==> config.mk <==
export PLATFORM = sky130hd
export DESIGN_NAME = credit_tx
export DESIGN_NICKNAME = d
export VERILOG_FILES = /design/src/rtl/credit_tx.sv
export SDC_FILE = /design/constraint.sdc
export NUM_CORES = 1
export LEC_CHECK = 0
export ABC_CLOCK_PERIOD_IN_PS = 2400
export CORE_ASPECT_RATIO = 1.25
export CORE_UTILIZATION = 40
export CTS_CLUSTER_DIAMETER = 30
export CTS_CLUSTER_SIZE = 14
export DETAILED_ROUTE_END_ITERATION = 12
export PLACE_DENSITY_LB_ADDON = 0.1
export SLEW_MARGIN = 0
export SYNTH_ARGS = -nofsm -noshare
export SYNTH_HDL_FRONTEND = slang
export SYNTH_SLANG_ARGS = --single-unit
==> constraint.sdc <==
create_clock -name clk -period 2.4 [get_ports clk]
set_input_delay 0.48 -clock clk [delete_from_list [all_inputs] [get_ports clk]]
set_output_delay 0.48 -clock clk [all_outputs]
set_load 0.01 [all_outputs]
==> src/rtl/credit_tx.sv <==
// Credit-based transmitter: forwards upstream items to a receiver with no back-pressure,
// spending one credit per send and regaining one per credit_ret pulse.
module credit_tx #(
  parameter int unsigned DATA_WIDTH   = 32,
  parameter int unsigned MAX_CREDITS  = 4,
  parameter int unsigned CREDIT_WIDTH = 3
) (
  input  logic                    clk,
  input  logic                    rst,
  input  logic                    in_valid,
  input  logic [DATA_WIDTH-1:0]   in_data,
  output logic                    in_ready,
  output logic                    out_valid,
  output logic [DATA_WIDTH-1:0]   out_data,
  input  logic                    credit_ret,
  output logic [CREDIT_WIDTH-1:0] credits,
  output logic                    cred_err
);

  localparam logic [CREDIT_WIDTH-1:0] MaxCred = CREDIT_WIDTH'(MAX_CREDITS);
  localparam logic [CREDIT_WIDTH-1:0] One     = CREDIT_WIDTH'(1);

  typedef enum logic [1:0] {StInit, StRun, StStall} state_e;

  state_e                  state_q;
  logic [CREDIT_WIDTH-1:0] credits_q, credits_d;
  logic [DATA_WIDTH-1:0]   out_data_q;
  logic                    out_valid_q;
  logic                    cred_err_q;
  logic                    accept;
  logic                    over_ret;

  // Ready depends only on registered state so a same-cycle credit_ret cannot enable a send.
  always_comb begin
    in_ready  = (state_q == StRun) && (credits_q != '0);
    accept    = in_valid && in_ready;
    credits_d = credits_q;
    over_ret  = 1'b0;
    if (accept && !credit_ret) begin
      credits_d = credits_q - One;
    end else if (credit_ret && !accept) begin
      if (credits_q == MaxCred) begin
        over_ret = 1'b1;
      end else begin
        credits_d = credits_q + One;
      end
    end
  end

  always_ff @(posedge clk) begin
    if (rst) begin
      state_q     <= StInit;
      credits_q   <= MaxCred;
      out_valid_q <= 1'b0;
      out_data_q  <= '0;
      cred_err_q  <= 1'b0;
    end else begin
      credits_q   <= credits_d;
      out_valid_q <= accept;
      if (accept) begin
        out_data_q <= in_data;
      end
      if (over_ret) begin
        cred_err_q <= 1'b1;
      end
      case (state_q)
        StInit:  state_q <= StRun;
        StRun:   if (credits_d == '0) state_q <= StStall;
        StStall: if (credits_d != '0) state_q <= StRun;
        default: state_q <= StInit;
      endcase
    end
  end

  assign out_valid = out_valid_q;
  assign out_data  = out_data_q;
  assign credits   = credits_q;
  assign cred_err  = cred_err_q;

endmodule

### Word level (Yosys, flattened, before mapping)

Cells that the tools add are included.

* multiplexer cells: 9
* equality and inequality tests: 5
* reduce and logical (&&, ||, !) cells: 11
* $add $sub $neg: 2

Operators with widths (number)
* 2-to-1 mux 3 bit: 3
* one-hot mux 2 bit (3 select lines): 1
* nonzero test 3 bit: 2
* logical AND 1 bit: 4
* 2-to-1 mux 2 bit: 2
* adder 3 x 1 -> 3 bit (second input constant): 1
* equality test 3 bit (second input constant): 1
* zero test 3 bit: 1
* 2-to-1 mux 1 bit: 3
* subtractor 3 x 1 -> 3 bit (second input constant): 1
* equality test 2 x 1 -> 1 bit (second input constant): 1
* equality test 2 bit (second input constant): 1
* zero test 1 bit: 2
* zero test 2 bit: 1
* inequality test 2 x 1 -> 1 bit (second input constant): 1
* inequality test 2 bit (second input constant): 1
* AND reduction 2 bit: 1

* register bits: 39
* bits of input ports: 36
* output and inout port bits: 38

### Longest topological paths before layout

* word-level depth: 10
* mapped depth: 7

### Worst setup path before layout

No wires, ideal clock.

* path type: reg-to-reg
* start: reg credits_q[0] (netlist: credits[0])
* end: reg state_q[0]
* setup slack: 0.486 ns
* cell stages (with the launch flop): 7
* arrival: 1.784 ns
* data required time: 2.269 ns
* buffers on the path: 0
* setup time: 0.131 ns
* cell sequence: dfxtp_1 inv_1 ha_1 o311a_1 or3_4 a2111oi_2 a211oi_1

* longest elaborated chain between the ends: 10

Ends and longest elaborated chain
* start, declared: line 26 `logic [CREDIT_WIDTH-1:0] credits_q, credits_d;`
* start signal, assigned: line 53 `credits_q <= MaxCred;`
* start signal, assigned: line 58 `credits_q <= credits_d;`
* branches (longest 6 deep; another with adder 3 x 1 -> 3 bit)
* 2-to-1 mux 3 bit *: line 39 `if (accept && !credit_ret) begin`
* nonzero test 3 bit or zero test 3 bit (tied branches): line 69, 68
* inequality test 2 bit (no source line) or inequality test 2 x 1 -> 1 bit (tied branches)
* AND reduction 2 bit (no source line) *
* end signal, assigned: line 68 `StRun: if (credits_d == '0) state_q <= StStall;`
* end signal, assigned: line 69 `StStall: if (credits_d != '0) state_q <= StRun;`
* end signal, assigned: line 70 `default: state_q <= StInit;`
* end, declared: line 25 `state_e state_q;`

Every way passes the cells marked *.
A chain may end at the register's enable or synchronous reset.

### Worst setup path in the final report

* start: in credit_ret
* end: reg state_q[0]

* longest elaborated chain between the ends: 6

Ends and longest elaborated chain
* start, declared: line 15 `input logic credit_ret,`
* logical AND 1 bit or zero test 1 bit (tied branches): line 41, 39
* 2-to-1 mux 3 bit or logical AND 1 bit (tied branches): line 41, 39
* 2-to-1 mux 3 bit *: line 39
* nonzero test 3 bit or zero test 3 bit (tied branches): line 69, 68
* inequality test 2 bit (no source line) or inequality test 2 x 1 -> 1 bit (tied branches)
* AND reduction 2 bit (no source line) *

Every way passes the cells marked *; elsewhere a longest branch is shown, timed or not.

==> flow_summary.ini <==
[place]
numPortBuffers = 73
dpl.hpwl_microns = 2570
gp_congestion = 0.800
placed_cells = 298

[clock_network]
numCtsBuffers = 5
cts_max_level = 2
ctsHoldBuffers = 0
path_clk_slew_ns = 0.07
cts_root_buf = clkbuf_8
cts_sinks = 39
cts_tree = built
clkLatencyLatePin_ns = 0.28
post_cts_buffers = 0
cts_max_path_buffers = 2

[worst_setup_path]
cpMaxStageDelayCell = clkdlybuf4s50_1
crit_chain = clkdlybuf4s50_1 > nand2b_1 > a22oi_1 > or3_1 > a2111oi_2 > a211oi_1
cp-start-kind = primary input
reg2reg_to = state_q[0]$_SDFFE_PP0P_
worst_setup_path_end_kind = register
cpPeakStageDelay_ns = 0.68
crit_type = in2reg
ff2ff_path_depth = 7
reg2reg_setup_slack_ns = 0.46
crit_arrival_ns = 2.17
crit_buf_inv = 1
critPathMaxFanout = 11
critPathTopFamily = buffers and inverters
timing.critical_path.required_ns = 2.56
regToRegStartpoint = credits[0]$_SDFF_PP0_

[synthesis]
syn_avg_cell_area_sq_um = 8.05
yosysTopAreaCell = dfxtp_1
syn-num-nets = 231
synth_ff_type = dfxtp_1
synth_warnings = 0
synthCells = 192
synth_seq_cells = 39
netlist_top_cells_area = dfxtp_1 51%, nand2_1 17%, a21oi_1 10%, clkbuf_1 2.7%, ha_1 2.4%
synth_top_cells_by_count = 69 x nand2_1, 39 x dfxtp_1, 32 x a21oi_1
synth_seq_area_share = 0.505
yosys.area.top_type_share = 0.505
yosysMostFrequentCell = nand2_1
syn_area_sq_mm = 0.00155
synthDistinctLibCells = 32
async_flop_share = 0
synth_edf_count = 0

[grt]
grt_first_pass_wirelength_microns = 6430
grt_pass1_vias = 1448
track_usage = 0.202
antenna_found_initial = 0
grt_remaining_overflow = 0
grt_max_degree = 34

[sta]
rsz0062_at_grt = no
finalCritPeriodShare = 0.840
period_minus_slack_ns = 2.02
slew_headroom = 0.742
setup_viol = 0
maxSlewViolCount = 0
finalHoldViolCount = 0
tightest_slew_ns = 0.382
timing.setup.tns_ns = 0
maxClockFrequency_mhz = 496
worst_clock_skew_ns = 0.00323

[floorplan]
fp.dieArea_sq_mm = 0.00412
ioPinCount = 74
die_x_microns = 57.6
placementRows = 24
start_util = 0.429
die_h_microns = 71.5
coreArea_sq_mm = 0.00360

[detailed_routing]
drtIter0Drc = 94
num_vias = 1511
routed_via_density = 4.94
wl_per_cell_microns = 11.9
firstDrtPassIters = 10
drc_errors = 4
antenna_left = 0
wirelength_microns = 3650

[pwr]
cellPowerDensity_mw_per_mm2 = 627
intPower_uw = 1110
power.share.sequential = 0.478
p_sw_frac = 0.268
combinationalPowerShare = 0.254
clockPowerShare = 0.268
vdd_drop_max_mv = 0.463
power_leakage_uw = 0.000903
switchingPower_uw = 408

[min_path]
holdPathEnd = out_data[4]$_SDFFE_PP0P_
min_path_type = reg2reg
hp-start = out_data[4]$_SDFFE_PP0P_
hold_depth = 2

[final_layout]
drive_gt1_frac = 0.0861
area_delta_synth_final_pct = 57.0
stdcell_count = 306
antenna_cells = 0
final_nets = 305

[status]
status = finished, violations left
violations = DRC

[flow_run]
maxCapViolCount = 0
==> worst max path at each step <==
stage / startpoint / to / slack [ns] / depth (start not counted)
floorplan: credits[0]$_SDFF_PP0_ / state_q[0]$_SDFFE_PP0P_ / 0.49 / 6
global placement: credit_ret / state_q[0]$_SDFFE_PP0P_ / 0.13 / 6
detailed placement: credit_ret / state_q[0]$_SDFFE_PP0P_ / 0.1 / 6
CTS: credits[0]$_SDFF_PP0_ / in_ready / 0.06 / 5
global route: in_valid / state_q[0]$_SDFFE_PP0P_ / 0.26 / 6
finish: credit_ret / state_q[0]$_SDFFE_PP0P_ / 0.38 / 6
==> worst register-to-register path: cells and delay by family (launching register included) <==
kind,cells,cell delay [ns]
and+or+nand+nor,2,0.47
AOI/OAI and AO/OA,3,0.69
buffers and inverters,1,0.07
adders and majority gates,1,0.23
DFF,1,0.36
==> kinds of logic (layout without fill, tap and decap cells) <==
logic type / Yosys count / in the layout / synth area share
simple gates: 91 / 91 / 0.262
compound gates: 43 / 43 / 0.166
flops: 39 / 39 / 0.505
buf+inv: 15 / 90 / 0.0364
fa+ha+maj: 3 / 3 / 0.0243
xor+xnor: 1 / 1 / 0.00567
==> sequential cells by signal, summed over array words and instances (netlist names) <==
| signal | count |
|---|---|
| cred_err | 1 |
| credits | 3 |
| out_data | 32 |
| out_valid | 1 |
| state_q | 2 |
==> metrics by stage <==
stage | setup WS, ns | hold WS (ns) | util | cell area [sq um] | total power, uW
finish | 0.384 | 0.453 | 0.673 | 2430 | 1520
detailed placement | 0.0996 | 0.446 | 0.648 | 2340 | 1130
CTS | 0.0574 | 0.455 | 0.673 | 2420 | 1540
floorplan | 0.486 | 0.481 | - | 1550 | 928
global placement | 0.132 | 0.442 | 0.648 | 2340 | 1120
global route | 0.256 | 0.472 | 0.673 | 2430 | 1620
==> placed cells by master, fill, tap and decap left out, types with 3 or more instances in the layout <==
cell type,instances
buf_4,4
nor2_1,3
a21oi_1,32
clkdlybuf4s50_1,72
inv_1,4
clkbuf_8,5
dfxtp_1,37
nand2_1,69
nand2b_1,3
==> routing by layer <==
metal | track usage | up-vias | wire length [microns] | share of wire
li1 | - | 784 | - | -
met1 | 0.230 | 673 | 1540 | 0.42
met2 | 0.354 | 49 | 1810 | 0.50
met3 | 0.0650 | 5 | 261 | 0.071
met4 | 0.0650 | 0 | 38 | 0.010
met5 | 0 | - | 0 | 0
==> power groups by stage <==
stage	combinational (uW)	sequential, uW	clock [uW]
floorplan	170	758	0
global placement	385	739	0
detailed placement	387	741	0
CTS	392	727	425
global route	430	733	454
finish	386	727	408
==> timing repair <==
action                                  4_1_cts  5_1_grt
resized for setup                             4        1
pin swaps                                     0        0
endpoints found under the hold margin         0        0
endpoints found under the setup margin        1        1
==> cell type report <==
type / count / area [sq um]
fillers: 343 / 1180
flip-flops and latches: 39 / 783
repair buffers: 78 / 783
multi-input cells: 138 / 714
clock buffers: 7 / 76.3
well taps: 39 / 48.8
inverters: 4 / 15.0
clock inverters: 1 / 5.00
No activity file was read; power rests on OpenSTA's default activity.
